### config.mk
export PLATFORM = sky130hd
export DESIGN_NAME = env_ar_vca
export DESIGN_NICKNAME = d
export VERILOG_FILES = /design/src/rtl/env_ar_vca.sv
export SDC_FILE = /design/constraint.sdc
export NUM_CORES = 1
export LEC_CHECK = 0
export ABC_AREA = 1
export CAP_MARGIN = 20
export CORE_UTILIZATION = 55
export DETAILED_ROUTE_END_ITERATION = 6
export GPL_TIMING_DRIVEN = 0
export MAX_ROUTING_LAYER = met4
export PLACE_DENSITY = 0.91
export SLEW_MARGIN = 10
export SYNTH_ARGS = -nofsm -noshare
export SYNTH_HDL_FRONTEND = slang
export SYNTH_SLANG_ARGS = --single-unit
### constraint.sdc
create_clock -name clk -period 5.3 [get_ports clk]
set_clock_uncertainty 0.2 [all_clocks]
set_input_delay 1.06 -clock clk [delete_from_list [all_inputs] [get_ports clk]]
set_output_delay 1.06 -clock clk [all_outputs]
set_load 0.03 [all_outputs]
### src/rtl/env_ar_vca.sv
// Gate-triggered attack/hold/release envelope generator with a built-in VCA.
// State advances once per rising edge of sample_clk; outputs settle three clk cycles later.
module env_ar_vca #(
    parameter int W        = 16,
    parameter int GATE_ON  = 8000,
    parameter int GATE_OFF = 4000,
    parameter int TRIG_LEN = 48
) (
    input  logic                clk,
    input  logic                rst,
    input  logic                sample_clk,
    input  logic signed [W-1:0] sample_in0,
    input  logic signed [W-1:0] sample_in1,
    input  logic signed [W-1:0] sample_in2,
    input  logic signed [W-1:0] sample_in3,
    output logic signed [W-1:0] sample_out0,
    output logic signed [W-1:0] sample_out1,
    output logic signed [W-1:0] sample_out2,
    output logic signed [W-1:0] sample_out3,
    input  logic [7:0]          jack
);
    localparam logic [1:0] ST_IDLE    = 2'd0;
    localparam logic [1:0] ST_ATTACK  = 2'd1;
    localparam logic [1:0] ST_HOLD    = 2'd2;
    localparam logic [1:0] ST_RELEASE = 2'd3;

    localparam int                  TW      = $clog2(TRIG_LEN + 1);
    localparam int                  PW      = W + 16;
    localparam logic [23:0]         ACC_MAX = 24'hFFFFFF;
    localparam logic signed [W-1:0] TH_ON   = W'(GATE_ON);
    localparam logic signed [W-1:0] TH_OFF  = W'(GATE_OFF);
    localparam logic signed [W-1:0] FULL    = W'(32767);

    // Negative rates clamp to the slowest step; the +1 keeps every step non-zero.
    function automatic logic [15:0] rate_step(input logic signed [W-1:0] r);
        logic [15:0] s;
        if (r < 0)
            s = 16'd0;
        else if (r > FULL)
            s = 16'd32767;
        else
            s = {1'b0, r[14:0]};
        return s + 16'd1;
    endfunction

    function automatic logic signed [W-1:0] vca_scale(input logic signed [PW-1:0] p);
        return p[W+14:15];
    endfunction

    logic                unused_jack;
    logic                sclk_q, armed_q, stb;
    logic [1:0]          state_q, state_d;
    logic [23:0]         acc_q, acc_d, acc_sat, acc_dn;
    logic [24:0]         acc_up;
    logic                gate_q, gate_n, rise, fall, do_attack, do_release;
    logic [TW-1:0]       trig_q, trig_d;
    logic [15:0]         step_a, step_r;
    logic signed [W-1:0] in3_p0_q;
    logic signed [PW-1:0] in3_ext, env_ext;
    logic [14:0]         env_p1_q;
    logic signed [PW-1:0] prod_p1_q;
    logic                gate_p1_q, trig_p1_q;
    logic signed [W-1:0] out0_p2_q, out1_p2_q, out2_p2_q, out3_p2_q;

    assign unused_jack = ^jack[7:1];

    // armed_q insists on a low level after reset, so a high sample_clk at release is no edge.
    assign stb = sample_clk & ~sclk_q & armed_q;

    always_ff @(posedge clk) begin
        if (rst) begin
            sclk_q  <= 1'b0;
            armed_q <= 1'b0;
        end else begin
            sclk_q <= sample_clk;
            if (!sample_clk)
                armed_q <= 1'b1;
        end
    end

    always_comb begin
        gate_n  = jack[0] & (gate_q ? (sample_in0 >= TH_OFF) : (sample_in0 >= TH_ON));
        rise    = gate_n & ~gate_q;
        fall    = ~gate_n & gate_q;
        step_a  = rate_step(sample_in1);
        step_r  = rate_step(sample_in2);
        acc_up  = {1'b0, acc_q} + {9'd0, step_a};
        acc_sat = acc_up[24] ? ACC_MAX : acc_up[23:0];
        acc_dn  = (acc_q > {8'd0, step_r}) ? (acc_q - {8'd0, step_r}) : 24'd0;

        state_d    = state_q;
        acc_d      = acc_q;
        trig_d     = (trig_q != '0) ? (trig_q - TW'(1)) : trig_q;
        do_attack  = 1'b0;
        do_release = 1'b0;

        // Gate events win over saturation/floor; a new state acts on the sample that enters it,
        // except an attack cut short, which freezes the level for that sample.
        case (state_q)
            ST_IDLE: begin
                acc_d     = 24'd0;
                do_attack = rise;
            end
            ST_ATTACK: begin
                if (fall)
                    state_d = ST_RELEASE;
                else
                    do_attack = 1'b1;
            end
            ST_HOLD: begin
                acc_d      = ACC_MAX;
                do_release = fall;
            end
            default: begin
                do_attack  = rise;
                do_release = ~rise;
            end
        endcase

        if (do_attack) begin
            acc_d   = acc_sat;
            state_d = ST_ATTACK;
            if (acc_sat == ACC_MAX) begin
                state_d = ST_HOLD;
                trig_d  = TW'(TRIG_LEN);
            end
        end
        if (do_release) begin
            acc_d   = acc_dn;
            state_d = (acc_dn == 24'd0) ? ST_IDLE : ST_RELEASE;
        end
    end

    // S0: state update on the strobe
    always_ff @(posedge clk) begin
        if (rst) begin
            state_q  <= ST_IDLE;
            acc_q    <= 24'd0;
            gate_q   <= 1'b0;
            trig_q   <= '0;
            in3_p0_q <= '0;
        end else if (stb) begin
            state_q  <= state_d;
            acc_q    <= acc_d;
            gate_q   <= gate_n;
            trig_q   <= trig_d;
            in3_p0_q <= sample_in3;
        end
    end

    assign in3_ext = PW'(in3_p0_q);
    assign env_ext = PW'($signed({1'b0, acc_q[23:9]}));

    // S1: envelope level and VCA product
    always_ff @(posedge clk) begin
        if (rst) begin
            env_p1_q  <= '0;
            prod_p1_q <= '0;
            gate_p1_q <= 1'b0;
            trig_p1_q <= 1'b0;
        end else begin
            env_p1_q  <= acc_q[23:9];
            prod_p1_q <= in3_ext * env_ext;
            gate_p1_q <= gate_q;
            trig_p1_q <= (trig_q != '0);
        end
    end

    // S2: output registers
    always_ff @(posedge clk) begin
        if (rst) begin
            out0_p2_q <= '0;
            out1_p2_q <= '0;
            out2_p2_q <= '0;
            out3_p2_q <= '0;
        end else begin
            out0_p2_q <= W'({1'b0, env_p1_q});
            out1_p2_q <= vca_scale(prod_p1_q);
            out2_p2_q <= gate_p1_q ? FULL : '0;
            out3_p2_q <= trig_p1_q ? FULL : '0;
        end
    end

    assign sample_out0 = out0_p2_q;
    assign sample_out1 = out1_p2_q;
    assign sample_out2 = out2_p2_q;
    assign sample_out3 = out3_p2_q;
endmodule

---- Yosys cells after proc, flatten, opt, wreduce, memory -nomap -nowiden ----
Index checks and enable logic that the tools add are counted.
operators by class
  equal/unequal tests ..................... 3
  $mul .................................... 1
  mux-type cells .......................... 24
  add/sub/neg operators ................... 5
  bitwise gates (word level) .............. 9
  order comparisons ....................... 7
  reduce and logical (&&, ||, !) cells .... 9
operator list
  kind                                                                     count
  24-bit two-way mux                                                       4
  15-bit two-way mux                                                       6
  24-bit case mux with 2 select lines                                      1
  16-bit by 1-bit adder with 16-bit output, second input constant          2
  16-bit greater-than comparator, second input constant                    2
  16-bit by 1-bit < comparator with 1-bit output, second input constant    2
  16-bit by 16-bit multiplier with 31-bit output                           1
  24-bit by 16-bit adder with 25-bit output                                1
  24-bit == test, second input constant                                    1
  24-bit by 16-bit greater-than comparator with 1-bit output               1
  24-bit zero test                                                         1
  24-bit by 16-bit subtractor with 24-bit output                           1
  6-bit two-way mux                                                        3
  16-bit by 13-bit >= comparator with 1-bit output, second input constant  1
  16-bit by 14-bit >= comparator with 1-bit output, second input constant  1
  2-bit two-way mux                                                        6
  3-bit nonzero test                                                       2
  6-bit nonzero test                                                       1
  6-bit by 1-bit subtractor with 6-bit output, second input constant       1
  1-bit AND                                                                5
  1-bit inverter                                                           4
  1-bit case mux with 2 select lines                                       2
  4-bit nonzero test                                                       1
  3-bit AND reduction                                                      1
  other kinds (6)                                                          7
word-level totals
  bits of input ports ..................... 75
  output and inout port bits .............. 64
  register bits ........................... 163
  word-level logic and storage cells ...... 74

---- Depth between registers and ports, before layout ----
Gate-level depths: netlist of run 1.
  word-level depth ........................ 10
  mapped depth ............................ 30
  mapped depth without buffers ............ 29

---- Least setup slack after synthesis of run 1 ----
OpenSTA, ideal clock, no wires.
  kind .................................... reg2reg
  start point ............................. reg acc_q[13]
  end point ............................... reg prod_p1_q[27]
  arrival time ............................ 5.560 ns
  cell stages (with the launch flop) ...... 21
  buffers on the path ..................... 2
  data required time ...................... 4.985 ns
  setup slack ............................. -0.575 ns
  clock period less this slack ............ 5.875 ns
  library setup time ...................... 0.115 ns
  cells stage by stage .................... dfxtp_1 clkbuf_1 clkbuf_1 nand2_1 inv_1 fa_1 inv_1 fa_1 inv_1 fa_1 fa_1 fa_1 inv_1 fa_1 inv_1 ha_1 nand2_1 nor4_1 a221oi_1 a21oi_1 nor2_1
on the way
  longest elaborated chain between the ends .. 1
RTL lines
  element                                         RTL line  text
  start: declaration                              53        logic [23:0] acc_q, acc_d, acc_sat, acc_dn;
  start signal: assignment                        138       acc_q <= 24'd0;
  start signal: assignment                        144       acc_q <= acc_d;
  16-bit by 16-bit multiplier with 31-bit output  163       prod_p1_q <= in3_ext * env_ext;
  end signal: assignment                          163
  end: declaration                                61        logic signed [PW-1:0] prod_p1_q;
Every way passes these cells.
A chain may end at the register's enable or synchronous reset.

---- Worst setup path in the final report of run 1 ----
  start point ............................. reg in3_p0_q[0]
  end point ............................... reg prod_p1_q[29]
on the way
  longest elaborated chain between the ends .. 1
RTL lines
  element                                         RTL line  text
  start: declaration                              58        logic signed [W-1:0] in3_p0_q;
  start signal: assignment                        147       in3_p0_q <= sample_in3;
  16-bit by 16-bit multiplier with 31-bit output  163
Every way passes these cells.

==> flow_summary.toml, run 1 <==
[synthesis]
synth_cell_types = 48
synth_edf_count = 0
synth_warnings = 0
synth_ff_type = "dfxtp_1"
synth_area_sq_um = 18000
synth_cells = 2656
synth_seq_cells = 117
synth_area_leaders = "fa_1 27%, nand2_1 15%, inv_1 14%"
syn_avg_cell_area_sq_um = 6.77
yosysTopAreaCellShare = 0.269
post-synth-top-area-cell = "fa_1"
synth-seq-area-share = 0.130
synthArstFlopShare = 0

[global_routing]
grt_pass1_wl_mm = 92.7
grt_max_degree = 17
antenna_found_initial = 0
overflow = 0
grtUsageTotal = 0.376
grt_pass1_vias = 17900

[detailed_routing]
drt-wirelength-per-cell_um = 18.4
drt_iter0_markers = 1656
drt_first_pass_iters = 6
vias_per_cell = 5.45
finalWirelength_mm = 61.4
antenna_left = 0
drcViolationCount = 0
vias = 18200

[timing]
max_slew_margin = 0.357
worst_pin_slew_ns = 0.965
fin_crit_ns = 5.81
rsz0062_at_grt = "yes"
drv_slew = 0
fin_crit_sh = 1.10
setup_viol = 16
setup_ws_ns = -0.508
hold_ws_ns = 0.202
max_freq_ghz = 0.172
final_hold_viol_count = 0

[floorplan]
core_sq_um = 31900
initial_core_util = 0.564
dieWidth_um = 183
fp.dieH_um = 183
ios = 139
row_count = 65
dieArea_sq_um = 33400

[finish]
multi_input_area_sq_um = 13700
syn_to_final_growth_pct = 27.1
fin_util = 0.717
seq_area_sq_um = 2430
n_antenna_cell = 0
num-nets-final = 3327
drive_gt1_frac = 0.175
nFillCells = 2461
design_area_sq_um = 22900

[setup_path]
arrival_ns = 5.94
critPathMaxStageDelay_ns = 0.55
cpMostUsedCell = "fa_1"
critPathRequiredTime_ns = 5.44
critical-path-slowest-cell = "fa_1"
worstPathBufferInverterCount = 4
crit_family = "adder cells"
endpoint_kind = "flop"
cp-start-kind = "flop"
crit_chain = "clkbuf_2 -> nand2_1 -> fa_1 -> inv_1 -> fa_1 -> ha_1 -> fa_1 -> inv_1 -> fa_1 -> fa_1 -> inv_1 -> ha_4 -> a21o_1 -> o21ai_1 -> o211ai_1 -> o21ai_1 -> nand2_1 -> a21o_1 -> a21oi_2 -> nand2_1 -> nand2_2 -> nor2_2"
worstSetupPathType = "reg2reg"
crit_path_max_fanout = 10

[clock_tree]
root_buffer = "clkbuf_16"
h-tree-depth = 4
clockBufferDepth = 2
ctsHoldBuffers = 0
clk_latency_ns = 0.46
cts-buffers-inserted = 17
cts_tree = "built"
clock_sinks = 117
clk_pin_slew_worst_paths_ns = 0.07

[placed_design]
gp_congestion = 0.963
hpwl_mm = 46.4
port-buffer-count = 120
dpl-instance-area_sq_um = 20300
dp_slack_ns = -1.19

[pwr]
ir_drop_mv = 0.229
power.total_w = 0.00289
leakage_nw = 12.3
p_per_area_nw_per_um2 = 127

[status]
failed_checks = "negative setup slack"
status = "complete, but fails checks"

[run]
drv_cap = 0

[worst_hold_path]
worstHoldPathType = "reg2reg"
-- repair_timing --
item / in CTS / in global routing
cloned: 2 / 2
gates resized for setup: 195 / 154
buffers inserted: 61 / 40
pin swaps: 88 / 128
setup endpoints to repair: 24 / 31
-- cell type report --
| type | instances | area share |
|---|---|---|
| Multi-Input combinational cell | 1774 | 0.599 |
| Clock buffer | 18 | 0.0192 |
| Tap cell | 435 | 0.0238 |
| Buffer | 101 | 0.0445 |
| Timing Repair Buffer | 225 | 0.0896 |
| Inverter | 658 | 0.109 |
| Sequential cell | 117 | 0.106 |
| Clock inverter | 13 | 0.00843 |
-- synth_stat cells (all sizes together) (21+ instances only) --
cell type  number
clkbuf         61
nand2         731
inv           657
fa            242
nor2          251
nor3           21
o21ai          91
nand4          34
buf            48
dfxtp         117
a21oi          89
ha            116
nand3          99
xor2           33
-- registers in the layout (all words and copies together), names as in the netlist, 2 cells and up --
register	cells
acc_q	24
env_p1_q	15
in3_p0_q	16
prod_p1_q	16
sample_out0	15
sample_out1	16
state_q	2
trig_q	6
-- worst min-delay path, delay by kind of cell (launching register included) --
kind          cells  cell delay [ns]
flops             1             0.30
buf+inv           1             0.04
simple gates      1             0.03
-- final timing paths --
| path | slack (ns) | start | depth (start not counted) | to |
|---|---|---|---|---|
| worst max register to register | -0.51 | in3_p0_q[0] | 22 | prod_p1_q[29] |
| worst max-delay path | -0.51 | in3_p0_q[0] | 22 | prod_p1_q[29] |
| worst min register to register | 0.20 | env_p1_q[3] | 2 | sample_out0[3] |
| worst min-delay path | 0.20 | env_p1_q[3] | 2 | sample_out0[3] |
-- routing by layer --
layer,vias to the layer above,GRT usage,share of wire
met5,-,-,0
met4,0,0.169,0.052
met2,1070,0.583,0.44
met3,261,0.0691,0.11
li1,8297,-,-
met1,8571,0.479,0.40
-- cells in the final DEF (no fill, tap or decap), types with 9 or more instances in the layout --
cell,count
a21oi_1,61
o21ai_1,18
o21a_1,11
fa_1,224
inv_1,600
fa_2,18
buf_4,128
xnor2_1,17
a21oi_2,21
clkbuf_8,11
dfxtp_1,89
inv_2,51
nand4_1,33
clkbuf_16,29
nand3_2,10
buf_6,14
nor2_4,13
nor3_2,12
nor2_2,23
clkbuf_1,21
nand2_4,18
ha_1,93
nand2_1,681
nand2_2,32
xor2_1,33
dfxtp_4,23
ha_4,23
o21ai_0,61
nand3b_1,9
nand3_1,86
o21ai_2,11
nor2_1,215
clkdlybuf4s50_1,118
-- stage by stage --
stage | TNS [ns] | std cells
after floorplan | -0.0696 | 2658
after global placement | -17.20 | 3213
after detailed placement | -22.64 | 3213
after CTS | -4.64 | 3303
after global routing | -9.03 | 3341
final | -6.53 | 3341
-- cells by family after synthesis --
group,count (synthesis),synth area share
XOR/XNOR,51,0.0248
AND/OR/NAND/NOR,1152,0.262
buffers and inverters,767,0.169
adder cells (fa/ha/maj),358,0.350
flip-flops,117,0.130
other,1,0.000208
AO/OA/AOI/OAI,210,0.0639
-- report_power, final --
group	switching, W	internal, W	total, W
clock	0.000511	0.000803	0.00131
sequential	0.0000334	0.000891	0.000924
combinational	0.000407	0.000247	0.000654
total	0.000952	0.00194	0.00289
Power figures use the tool's default switching activity.
==> run 2, diff against run 1 <==
--- a/config.mk
+++ b/config.mk
@@ -9,4 +9,5 @@
 export CAP_MARGIN = 20
 export CORE_UTILIZATION = 55
+export CTS_CLUSTER_DIAMETER = 150
 export DETAILED_ROUTE_END_ITERATION = 6
 export GPL_TIMING_DRIVEN = 0
==> constraint.sdc (replaced) <==
create_clock -name clk -period 5.3 [get_ports clk]
set_clock_uncertainty 0.2 [all_clocks]
set_input_delay 0.53 -clock clk [delete_from_list [all_inputs] [get_ports clk]]
set_output_delay 0.53 -clock clk [all_outputs]
set_load 0.03 [all_outputs]
==> flow_summary.toml, run 2 (synthesized netlist as in run 1, its figures left out) <==
[status]
status = "complete, but fails checks"
failed_checks = "negative setup slack"

[clock_tree]
h-tree-depth = 4
ctsHoldBuffers = 0
root_buffer = "clkbuf_16"
cts-buffers-inserted = 17
clk_latency_ns = 0.46
clock_sinks = 117
clk_pin_slew_worst_paths_ns = 0.06
cts_tree = "built"
clockBufferDepth = 2

[worst_hold_path]
worstHoldPathType = "reg2reg"
min_path_cells = 2

[timing]
rsz0062_at_grt = "yes"
final_hold_viol_count = 0
max_slew_margin = 0.368
drv_slew = 0
fin_crit_sh = 1.10
setup_ws_ns = -0.548
worst_pin_slew_ns = 0.948
setup_viol = 16
max_freq_ghz = 0.171
finalSetupTns_ns = -5.63
fin_crit_ns = 5.85

[placed_design]
hpwl_mm = 46.4
dp_cells = 3213
port-buffer-count = 120
gp_congestion = 0.963

[detailed_routing]
drt_iter0_markers = 1601
drt_first_pass_iters = 6
vias = 18100
finalWirelength_mm = 60.0
vias_per_cell = 5.45
antenna_left = 0
drcViolationCount = 0
drt-wirelength-per-cell_um = 18.1

[pwr]
p_per_area_nw_per_um2 = 127
seq_power_share = 0.324
p_int_w = 0.00193
ir_drop_mv = 0.236
power.total_w = 0.00285
leakage_nw = 12.0
p_comb_frac = 0.217
p_switching_w = 0.000924
clockPowerShare = 0.459
p_sw_frac = 0.324

[global_routing]
grt_pass1_vias = 17900
overflow = 0
grt_max_degree = 17
grt_pass1_wl_mm = 91.9
grtUsageTotal = 0.372
antenna_found_initial = 1

[finish]
layout_common_cells = "689 x nand2_1, 604 x inv_1, 226 x nor2_1"
final_common_cell = "nand2_1"
multi_input_area_sq_um = 13500
largest_reg_flops = 24
drive_gt1_frac = 0.156
seq_area_sq_um = 2440
layout.cells.non_filler = 3317
syn_to_final_growth_pct = 25.0
largest-register = "acc_q"
nFillCells = 2498
num-nets-final = 3301

[floorplan]
dieArea_sq_um = 33400
fp.dieH_um = 183
ios = 139
initial_core_util = 0.564
dieWidth_um = 183
row_count = 65
core_sq_um = 31900

[setup_path]
endpoint_kind = "flop"
worstSetupPathType = "reg2reg"
cp-start-kind = "flop"
r2r_cells = 16
critPathRequiredTime_ns = 5.47
arrival_ns = 6.01
crit_path_max_fanout = 9

[run]
drv_cap = 0
==> run 2: changes by cell type in the layout (fill, tap and decap cells not counted), moves of 5 or more <==
| cell | before | now |
|---|---|---|
| nand3_1 | 86 | 91 |
| nor2_1 | 215 | 226 |
| nor2_4 | 13 | 6 |
| nand2_4 | 18 | 10 |
| nor3_1 | 8 | 14 |
| o21ai_0 | 61 | 66 |
| inv_2 | 51 | 45 |
| nor3_2 | 12 | 4 |
| buf_4 | 128 | 102 |
| nand2_1 | 681 | 689 |
==> run 2: worst max-delay path: stages, from the launching register on <==
cell,delay (ns)
dfxtp_1,0.49
clkbuf_1,0.65
nand2_1,0.72
clkinvlp_4,0.54
fa_1,0.50
fa_1,0.57
inv_2,0.05
fa_1,0.54
inv_2,0.06
ha_4,0.31
nand2_1,0.15
nor4_4,0.37
buf_4,0.18
a221oi_4,0.07
nand3_1,0.12
nand2_1,0.07
nor2_2,0.17
==> run 2: layer usage <==
metal / vias to the layer above / share of wire / track usage
li1: 8253 / - / -
met1: 8536 / 0.41 / 0.470
met2: 1033 / 0.44 / 0.573
met3: 262 / 0.098 / 0.0687
met4: 0 / 0.054 / 0.187
met5: - / 0 / -
==> run 2: final cells by class <==
type,count,area share
inverters,658,0.111
repair buffers,201,0.0845
multi-input cells,1774,0.600
clock buffers,18,0.0195
well taps,435,0.0242
plain buffers,99,0.0433
clock inverters,13,0.00857
diodes,2,0.000223
flip-flops and latches,117,0.109
==> run 2: power by group through the flow <==
stage	clock network (W)	logic, W	registers, W
after CTS	0.00131	0.000592	0.000922
after global placement	0	0.000551	0.000948
after global routing	0.00134	0.000672	0.000924
final	0.00131	0.000618	0.000924
after detailed placement	0	0.000563	0.000948
after floorplan	0	0.000375	0.000935
==> run 2: worst paths after layout <==
| kind | from | endpoint | slack (ns) |
|---|---|---|---|
| max | acc_q[9] | prod_p1_q[27] | -0.55 |
| min | prod_p1_q[28] | sample_out1[13] | 0.20 |
| max reg2reg | acc_q[9] | prod_p1_q[27] | -0.55 |
| min reg2reg | prod_p1_q[28] | sample_out1[13] | 0.20 |
==> run 2: repair_timing <==
item	4_1_cts	5_1_grt
cloned	0	1
endpoints found under the setup margin	16	18
pin swaps	80	100
setup buffers	58	23
resized for setup	177	123
==> run 2: through the flow <==
step,instance area (sq um),utilization,setup slack [ns],hold slack [ns]
CTS,22000,0.689,-0.411,0.203
global placement,20300,0.638,-1.05,0.195
floorplan,18600,-,-0.0215,0.188
finish,22500,0.705,-0.548,0.202
global route,22500,0.705,-0.683,0.220
detailed placement,20300,0.638,-1.19,0.195
